--- src/rtl/intersection_scheduler.sv ---
// rtl/intersection_scheduler.sv - highway/farm/pedestrian intersection phase scheduler
module intersection_scheduler #(
  parameter int MIN_GREEN_H = 8,
  parameter int GREEN_F     = 4,
  parameter int YELLOW      = 2,
  parameter int ALL_RED     = 1,
  parameter int PED_WALK    = 5,
  parameter int CNT_W       = 4
) (
  input  logic       clk,
  input  logic       rst_n,
  input  logic       sFarm,
  input  logic       sPed,
  output logic [1:0] H,
  output logic [1:0] F,
  output logic       walk,
  output logic       ped_wait,
  output logic [2:0] phase
);

  typedef enum logic [2:0] {
    S_H_GREEN  = 3'd0,
    S_H_YELLOW = 3'd1,
    S_ALL_RED  = 3'd2,
    S_F_GREEN  = 3'd3,
    S_F_YELLOW = 3'd4,
    S_PED_WALK = 3'd5
  } state_t;

  localparam logic [CNT_W-1:0] T_HG = CNT_W'(MIN_GREEN_H - 1);
  localparam logic [CNT_W-1:0] T_FG = CNT_W'(GREEN_F - 1);
  localparam logic [CNT_W-1:0] T_Y  = CNT_W'(YELLOW - 1);
  localparam logic [CNT_W-1:0] T_AR = CNT_W'(ALL_RED - 1);
  localparam logic [CNT_W-1:0] T_PW = CNT_W'(PED_WALK - 1);

  state_t           state, state_nxt;
  logic [CNT_W-1:0] timer, timer_nxt;
  logic             farm_pending, farm_nxt;
  logic             ped_pending, ped_nxt;
  logic             last_f, last_f_nxt;
  logic             expired;
  logic             entering;

  // State, phase timer and request latches; reset drops any pending request
  always_ff @(posedge clk or negedge rst_n) begin
    if (!rst_n) begin
      state        <= S_H_GREEN;
      timer        <= T_HG;
      farm_pending <= 1'b0;
      ped_pending  <= 1'b0;
      last_f       <= 1'b0;
    end else begin
      state        <= state_nxt;
      timer        <= timer_nxt;
      farm_pending <= farm_nxt;
      ped_pending  <= ped_nxt;
      last_f       <= last_f_nxt;
    end
  end

  // Next-state selection, timer reload on entry, latch set/clear priority
  always_comb begin
    state_nxt = state;
    expired   = (timer == '0);
    case (state)
      S_H_GREEN:  if (expired && (farm_pending || sFarm || ped_pending || sPed))
                    state_nxt = S_H_YELLOW;
      S_H_YELLOW: if (expired) state_nxt = S_ALL_RED;
      S_ALL_RED: begin
        if (expired) begin
          if (!last_f && farm_pending) state_nxt = S_F_GREEN;
          else if (ped_pending)        state_nxt = S_PED_WALK;
          else                         state_nxt = S_H_GREEN;
        end
      end
      S_F_GREEN:  if (expired) state_nxt = S_F_YELLOW;
      S_F_YELLOW: if (expired) state_nxt = S_ALL_RED;
      S_PED_WALK: if (expired) state_nxt = S_H_GREEN;
      default:    state_nxt = S_H_GREEN;
    endcase

    entering  = (state_nxt != state);
    timer_nxt = expired ? timer : timer - CNT_W'(1);
    if (entering) begin
      case (state_nxt)
        S_H_GREEN:  timer_nxt = T_HG;
        S_H_YELLOW: timer_nxt = T_Y;
        S_ALL_RED:  timer_nxt = T_AR;
        S_F_GREEN:  timer_nxt = T_FG;
        S_F_YELLOW: timer_nxt = T_Y;
        S_PED_WALK: timer_nxt = T_PW;
        default:    timer_nxt = T_HG;
      endcase
    end

    // A fresh request beats a clear, except the clear on entering its own service phase
    farm_nxt = farm_pending;
    if (sFarm && state != S_F_GREEN && state != S_F_YELLOW) farm_nxt = 1'b1;
    if (entering && state_nxt == S_F_GREEN) farm_nxt = 1'b0;

    ped_nxt = ped_pending;
    if (sPed && state != S_PED_WALK) ped_nxt = 1'b1;
    if (entering && state_nxt == S_PED_WALK) ped_nxt = 1'b0;

    last_f_nxt = last_f;
    if (entering && state_nxt == S_F_YELLOW) last_f_nxt = 1'b1;
    if (entering && state_nxt == S_H_YELLOW) last_f_nxt = 1'b0;
  end

  // Moore output decode from the state register
  always_comb begin
    H    = 2'b00;
    F    = 2'b00;
    walk = 1'b0;
    case (state)
      S_H_GREEN:  H    = 2'b10;
      S_H_YELLOW: H    = 2'b01;
      S_F_GREEN:  F    = 2'b10;
      S_F_YELLOW: F    = 2'b01;
      S_PED_WALK: walk = 1'b1;
      default:    ;
    endcase
  end

  assign phase    = state;
  assign ped_wait = ped_pending;

endmodule
--- config.mk ---
export PLATFORM = sky130hd
export DESIGN_NAME = intersection_scheduler
export DESIGN_NICKNAME = d
export VERILOG_FILES = /design/src/rtl/intersection_scheduler.sv
export SDC_FILE = /design/constraint.sdc
export NUM_CORES = 1
export LEC_CHECK = 0
export ABC_AREA = 1
export CORE_MARGIN = 4
export CORE_UTILIZATION = 50
export DETAILED_ROUTE_END_ITERATION = 6
export GPL_ROUTABILITY_DRIVEN = 0
export PLACE_DENSITY_LB_ADDON = 0.15
export SLEW_MARGIN = 15
export SYNTH_ARGS = -nofsm -noshare
export SYNTH_HDL_FRONTEND = slang
export SYNTH_SLANG_ARGS = --single-unit
export TNS_END_PERCENT = 30
--- constraint.sdc ---
create_clock -name clk -period 2.2 [get_ports clk]
set_clock_uncertainty 0.15 [all_clocks]
set_input_delay 0.33 -clock clk [delete_from_list [all_inputs] [get_ports clk]]
set_output_delay 0.33 -clock clk [all_outputs]
set_load 0.01 [all_outputs]
==> out/metrics.csv, run 1 <==
stage,metric,value,unit
logic_synthesis,synth_area_leaders,"dfrtp_1 (22%), nand2_1 (16%), dfstp_2 (9.9%)",
setup_path,critPathSlowestCell,clkdlybuf4s50_1,
die,die-height,47.96,um
final_layout,n_antenna_cell,0,
place,io_buffers,12,
pwr,vdd_drop_max,1.169,mV
pwr,powerDensity,1938,nW/um^2
timing,period_needed,2.080,ns
run,drv_cap,0,
detailed_routing,dr.pass1.iters,4,
final_layout,area_delta_synth_final,23.51,%
setup_path,path_class,register to output pin,
setup_path,end_kind,output pin,
logic_synthesis,syn_area_per_cell,6.708,um^2
global_route,use_met3,7.895,%
logic_synthesis,ys_seq_elements,10,
detailed_routing,wl_per_cell,11.21,um
die,rows,14,
setup_path,cp-start-kind,register,
detailed_routing,vias,779,
logic_synthesis,synth_top_area_share,21.94,%
cts,clk_pin_slew,0.07,ns
detailed_routing,drt_wl_total,1693,um
global_route,globalRoute.busiestLayer,met2,
logic_synthesis,netlist_top_cells_count,"nand2_1 (33), inv_1 (14), nand3_1 (14), nor2_1 (14), dfrtp_1 (7)",
pwr,power_switching_share,52.48,%
timing,fin_crit_sh,94.55,%
die,core,1506,um^2
detailed_routing,vias_per_cell,5.159,
detailed_routing,first_iter_violations,16,
timing,finalSetupViolCount,0,
cts,cts_tree,done,
die,ios,13,
timing,max_freq,480.8,MHz
min_path,hold_path.class,primary input to asynchronous set/reset pin,
place,place_hpwl,1340,um
global_route,gr-total-overflow,0,
setup_path,worstPathRequired,1.72,ns
pwr,comb_power_share,72.5,%
cts,numClockSinks,10,
logic_synthesis,synth_edf_count,0,
setup_path,critical_path.max_stage_delay,0.59,ns
timing,drv_slew,0,
global_route,grt_max_degree,11,
logic_synthesis,synth_warnings,0,
global_route,use_met1,25.56,%
detailed_routing,drc_errors,0,
final_layout,layout-drive-gt1-share,24.44,%
global_route,grt_use_met2,25.59,%
logic_synthesis,ys_seq_area_share,31.82,%
timing,timing.hold.ws,0.2201,ns
cts,insertion_delay,0.27,ns
global_route,gr-usage-all-layers,18.07,%
setup_path,path_max_fanout,6,
detailed_routing,ant_nets,0,
pwr,sequentialPowerShare,20.6,%
timing,finalSetupTns,0,ns
pwr,power_frac_clock,6.9,%
logic_synthesis,yosysTopAreaCell,dfrtp_1,
global_route,grt_pass1_vias,630,
die,initial_core_util,52.99,%
cts,cts_setup_buffers,0,
logic_synthesis,synth_most_common_cell,nand2_1,
setup_path,path_cells,nor3_1 > clkdlybuf4s50_1,
logic_synthesis,yosysUniqueCellTypes,20,
final_layout,fin_nets,141,
cts,cts_resized,0,
logic_synthesis,ys.flop_type,dfrtp_1,
pwr,p_sw,1.003,mW
timing,tightest_slew,0.4443,ns
logic_synthesis,netlist_instances,119,
pwr,power.internal,0.9078,mW
timing,slew_headroom,70.29,%
timing,rsz0062_at_grt,false,
run_status,outcome,"complete, no violations",
global_route,grt_pass1_wl,2863,um
cts,cts-root-buf,clkbuf_4,
pwr,p_leak,0.5060,nW
cts,numCtsBuffers,3,
cts,cts_buffer_depth,2,
die,die_w,47.96,um
logic_synthesis,async_flop_share,100.0,%
logic_synthesis,syn-num-nets,124,
setup_path,cp.arrival,1.60,ns
die,die_area,2300,um^2
timing,finalHoldViolCount,0,
global_route,antenna_found_initial,0,
cts,htreeDepth,1,
cts,hold_buffers,0,
logic_synthesis,synth_area,798.3,um^2
## final timing paths
kind	start	to	slack, ns	cells past startpoint
min reg2reg	timer[1]	timer[1]	0.31	2
max reg2reg	timer[0]	farm_pending	0.13	14
max in group asynchronous	rst_n	timer[0]	1.33	1
max	phase[2]	H[1]	0.12	2
min in group clk	timer[1]	timer[1]	0.31	2
min	rst_n	last_f	0.22	1
## critical path, delay by kind of cell, from the launching register on
family                 cells  cell delay, ns
buffers and inverters      1            0.59
flip-flops                 1            0.45
AND/OR/NAND/NOR            1            0.30
## cells in the final DEF, fill, tap and decap left out
cell type / synthesis / layout
dfrtp_2: 0 / 1
o21ai_1: 0 / 1
o21ai_0: 4 / 3
nand3_2: 3 / 3
nand2_2: 4 / 5
nor2_2: 1 / 1
nand4_1: 1 / 1
nand2_4: 3 / 3
a21oi_4: 0 / 1
nand3_1: 14 / 14
clkinv_2: 1 / 1
ha_2: 0 / 1
dfstp_2: 3 / 3
clkbuf_1: 0 / 1
nor2_1: 14 / 13
nor3_1: 2 / 2
a21oi_1: 4 / 4
inv_1: 14 / 13
clkdlybuf4s50_1: 0 / 12
a21oi_2: 2 / 1
nor2_4: 2 / 3
dfrtp_1: 7 / 6
nand3_4: 1 / 1
nand2_1: 33 / 32
inv_2: 5 / 6
clkbuf_4: 0 / 3
## cell type report
| class | count | area [um^2] |
|---|---|---|
| sequential | 10 | 255.2 |
| inverter | 20 | 76.32 |
| timing repair buffer | 12 | 120.1 |
| tap | 16 | 20.02 |
| multi-input combinational | 89 | 488.0 |
| clock buffer | 4 | 26.28 |
| fill | 120 | 520.5 |
## cells by family after synthesis
logic type	share of synthesized area, %
and+or+nand+nor	49.84
DFF	31.82
buffers and inverters	9.561
adders and majority gates	1.567
AOI/OAI and AO/OA	7.211
## power groups by stage
stage	Clock, mW	Sequential (mW)	Combinational [mW]
final	0.132	0.394	1.38
after global routing	0.154	0.411	1.56
after CTS	0.139	0.385	1.34
after detailed placement	0	0.388	1.34
after global placement	0	0.384	1.33
after floorplan	0	0.386	1.03
## sequential cells by signal, summed over array words and instances, names as in the netlist
| register | cells |
|---|---|
| last_f | 1 |
| ped_wait | 1 |
| timer | 4 |
| farm_pending | 1 |
| phase | 3 |
## stage by stage
stage	setup WS [ns]	instance area, um^2	power, mW	utilization, %	cells
6_report	0.1199	985.9	1.910	65.45	151
3_5_place_dp	0.1014	938.4	1.727	62.29	147
2_1_floorplan	0.2683	798.3	1.411	-	119
5_1_grt	0.001546	985.9	2.121	65.45	151
4_1_cts	0.07916	964.7	1.868	64.04	151
3_3_place_gp	0.1141	938.4	1.714	62.29	147
## layer usage
metal	wire length (um)	part of all wire (%)	vias to the layer above
met5	0	0	-
met4	10	0.59	0
met3	91	5.4	2
met2	807	48	14
met1	783	46	358
li1	-	-	405
No activity file was read; power rests on OpenSTA's default activity.
==> inputs of run 2 (changes only) <==
- CORE_UTILIZATION: 50 -> 46
- clock period: 2.2 -> 1.8 ns (I/O delays scaled with it)
==> run 2 against run 1 <==
Effect of this change:
- the flow now finishes with violations (setup timing)
- via count grew 28%
- die area grew 7.2%
- critical path depth grew 12
- design area grew 36%
- non-clock buffer count grew 30
- sequential cell count is the same
- utilization grew 19 points
- hold slack lost 0.059 ns
- worst setup slack lost 0.39 ns
- wire length grew 77%
- critical path type is now register to register
==> out/metrics.csv, run 2 (synthesis results as in run 1) <==
stage,metric,value,unit,change
setup_path,worstPathRequired,1.87,ns,+0.15 ns
timing,max_freq,483.9,MHz,
final_layout,fillers,77,,-36%
run,drv_cap,0,,unchanged
timing,finalSetupViolCount,7,,+7
cts,htreeDepth,1,,unchanged
global_route,gr-total-overflow,0,,unchanged
die,core,1577,um^2,+4.7%
global_route,grt_pass1_vias,1005,,+60%
place,io_buffers,12,,unchanged
setup_path,cpMostUsedCell,nand2_2,,
setup_path,critical_path.max_stage_delay,0.55,ns,-0.04 ns
cts,clk_pin_slew,0.07,ns,about the same
place,place_hpwl,1655,um,+24%
run_status,failed_checks,setup timing,,
final_layout,mostFrequentLayoutCell,buf_4,,
run_status,outcome,"finished, violations left",,
timing,slew_headroom,67.04,%,-3.2 points
detailed_routing,vias_per_cell,5.519,,+7.0%
final_layout,n_antenna_cell,0,,unchanged
timing,tightest_slew,0.4928,ns,+0.04852 ns
cts,insertion_delay,0.29,ns,+0.02 ns
setup_path,critPathSlowestCell,dfstp_2,,
final_layout,regArea,256.5,um^2,+0.49%
timing,rsz0062_at_grt,true,,
final_layout,layout-drive-gt1-share,50.91,%,+26 points
final_layout,final_cell_mix,"buf_4 (28), nand2_1 (24), nand3_1 (12)",,
final_layout,fin_nets,171,,+21%
timing,finalSetupTns,-1.475,ns,-1.475 ns
timing,fin_crit_sh,114.8,%,
final_layout,multi_input_area,594.3,um^2,+22%
die,die_w,49.66,um,+3.5%
global_route,gr-usage-all-layers,23.96,%,+5.9 points
detailed_routing,vias,999,,+28%
timing,drv_slew,0,,unchanged
die,ios,13,,unchanged
final_layout,fin_util,84.84,%,+19 points
cts,cts_tree,done,,
die,rows,14,,unchanged
setup_path,path_class,register to register,,
global_route,grt_max_degree,11,,unchanged
final_layout,regMostFlops,timer,,
detailed_routing,ant_nets,0,,unchanged
setup_path,path_cells,inv_2 > ha_4 > inv_2 > nor2_2 > nand3_2 > nand2_2 > nand2_2 > nor2_4 > a21oi_4 > nand2_4 > nand2_2 > nand2_2 > nor2_2 > nor2_1,,
global_route,antenna_found_initial,0,,unchanged
die,die_area,2466,um^2,+7.2%
setup_path,cp.arrival,2.14,ns,+0.54 ns
final_layout,largest_register_ffs,4,,unchanged
setup_path,end_kind,register,,
timing,setup_ws,-0.2664,ns,-0.3863 ns
detailed_routing,first_iter_violations,35,,+19
detailed_routing,drc_errors,0,,unchanged
detailed_routing,drt_wl_total,2997,um,+77%
detailed_routing,dr.pass1.iters,4,,unchanged
cts,cts-root-buf,clkbuf_4,,
die,initial_core_util,50.63,%,-2.4 points
die,die-height,49.66,um,+3.5%
cts,numClockSinks,10,,unchanged
final_layout,area_delta_synth_final,67.55,%,
detailed_routing,wl_per_cell,16.56,um,+48%
timing,finalHoldViolCount,0,,unchanged
cts,numCtsBuffers,3,,unchanged
timing,period_needed,2.066,ns,
cts,cts_buffer_depth,2,,unchanged
setup_path,path_max_fanout,6,,unchanged
global_route,grt_pass1_wl,4443,um,+55%
setup_path,cp-start-kind,register,,
min_path,hold_path.class,primary input to asynchronous set/reset pin,,
## run 2: cell types whose count changed in the layout (fill, tap and decap cells not counted), sizes merged
cell,change
buf,+30
clkdlybuf4s50,-7
dlygate4sd2,+6
dlymetal6s2s,+1
## run 2: metrics by stage
| stage | cell area [um^2] | cells | hold WS, ns | setup slack [ns] |
|---|---|---|---|---|
| final | 1338 | 181 | 0.1606 | -0.2664 |
| after global routing | 1338 | 181 | 0.1706 | -0.3871 |
| after CTS | 1239 | 174 | 0.1616 | -0.1562 |
| after detailed placement | 1079 | 162 | 0.3188 | -0.1967 |
| after global placement | 1079 | 162 | 0.3129 | -0.1594 |
| after floorplan | 825.8 | 119 | -0.1756 | -0.03183 |
## run 2: path summary, 6_finish.rpt
check | startpoint | end | slack, ns | cells after the start
worst max register to register | timer[1] | timer[0] | -0.27 | 14
worst max-delay path | timer[1] | timer[0] | -0.27 | 14
worst min register to register | timer[1] | timer[1] | 0.33 | 2
min in group clk | timer[1] | timer[1] | 0.33 | 2
worst min-delay path | rst_n | ped_wait | 0.16 | 1
max in group asynchronous | rst_n | phase[0] | 0.98 | 1
## run 2: cell type report
type / instances / share of cell area (%)
clock buffers: 4 / 2.713
well taps: 16 / 1.497
multi-input cells: 89 / 44.43
flip-flops and latches: 10 / 19.18
inverters: 20 / 6.174
repair buffers: 42 / 26.01
## run 2: critical path, delay by kind of cell, from the launching register on
family | cells | cell delay [ns]
AND/OR/NAND/NOR | 10 | 0.78
flip-flops | 1 | 0.55
AO/OA/AOI/OAI | 1 | 0.24
adder cells (fa/ha/maj) | 1 | 0.18
buffers and inverters | 2 | 0.11
## run 2: per-layer routing
layer / track usage, % / wire length (um) / share of wire [%] / up-vias
li1: - / - / - / 462
met1: 26.25 / 1208 / 40 / 472
met2: 40.09 / 1481 / 49 / 54
met3: 6.627 / 187 / 6.2 / 11
met4: 15.67 / 120 / 4.0 / 0
met5: 0 / 0 / 0 / -
## run 2: timing repair
| action | CTS | global route |
|---|---|---|
| pin swaps | 18 | 21 |
| hold buffers | 0 | 0 |
| setup endpoints to repair | 12 | 10 |
| buffers inserted | 8 | 7 |
| resized for setup | 28 | 15 |
Power of run 2 is not shown: default switching activity piles up to over one toggle a cycle in this logic, so the estimate is an artifact.
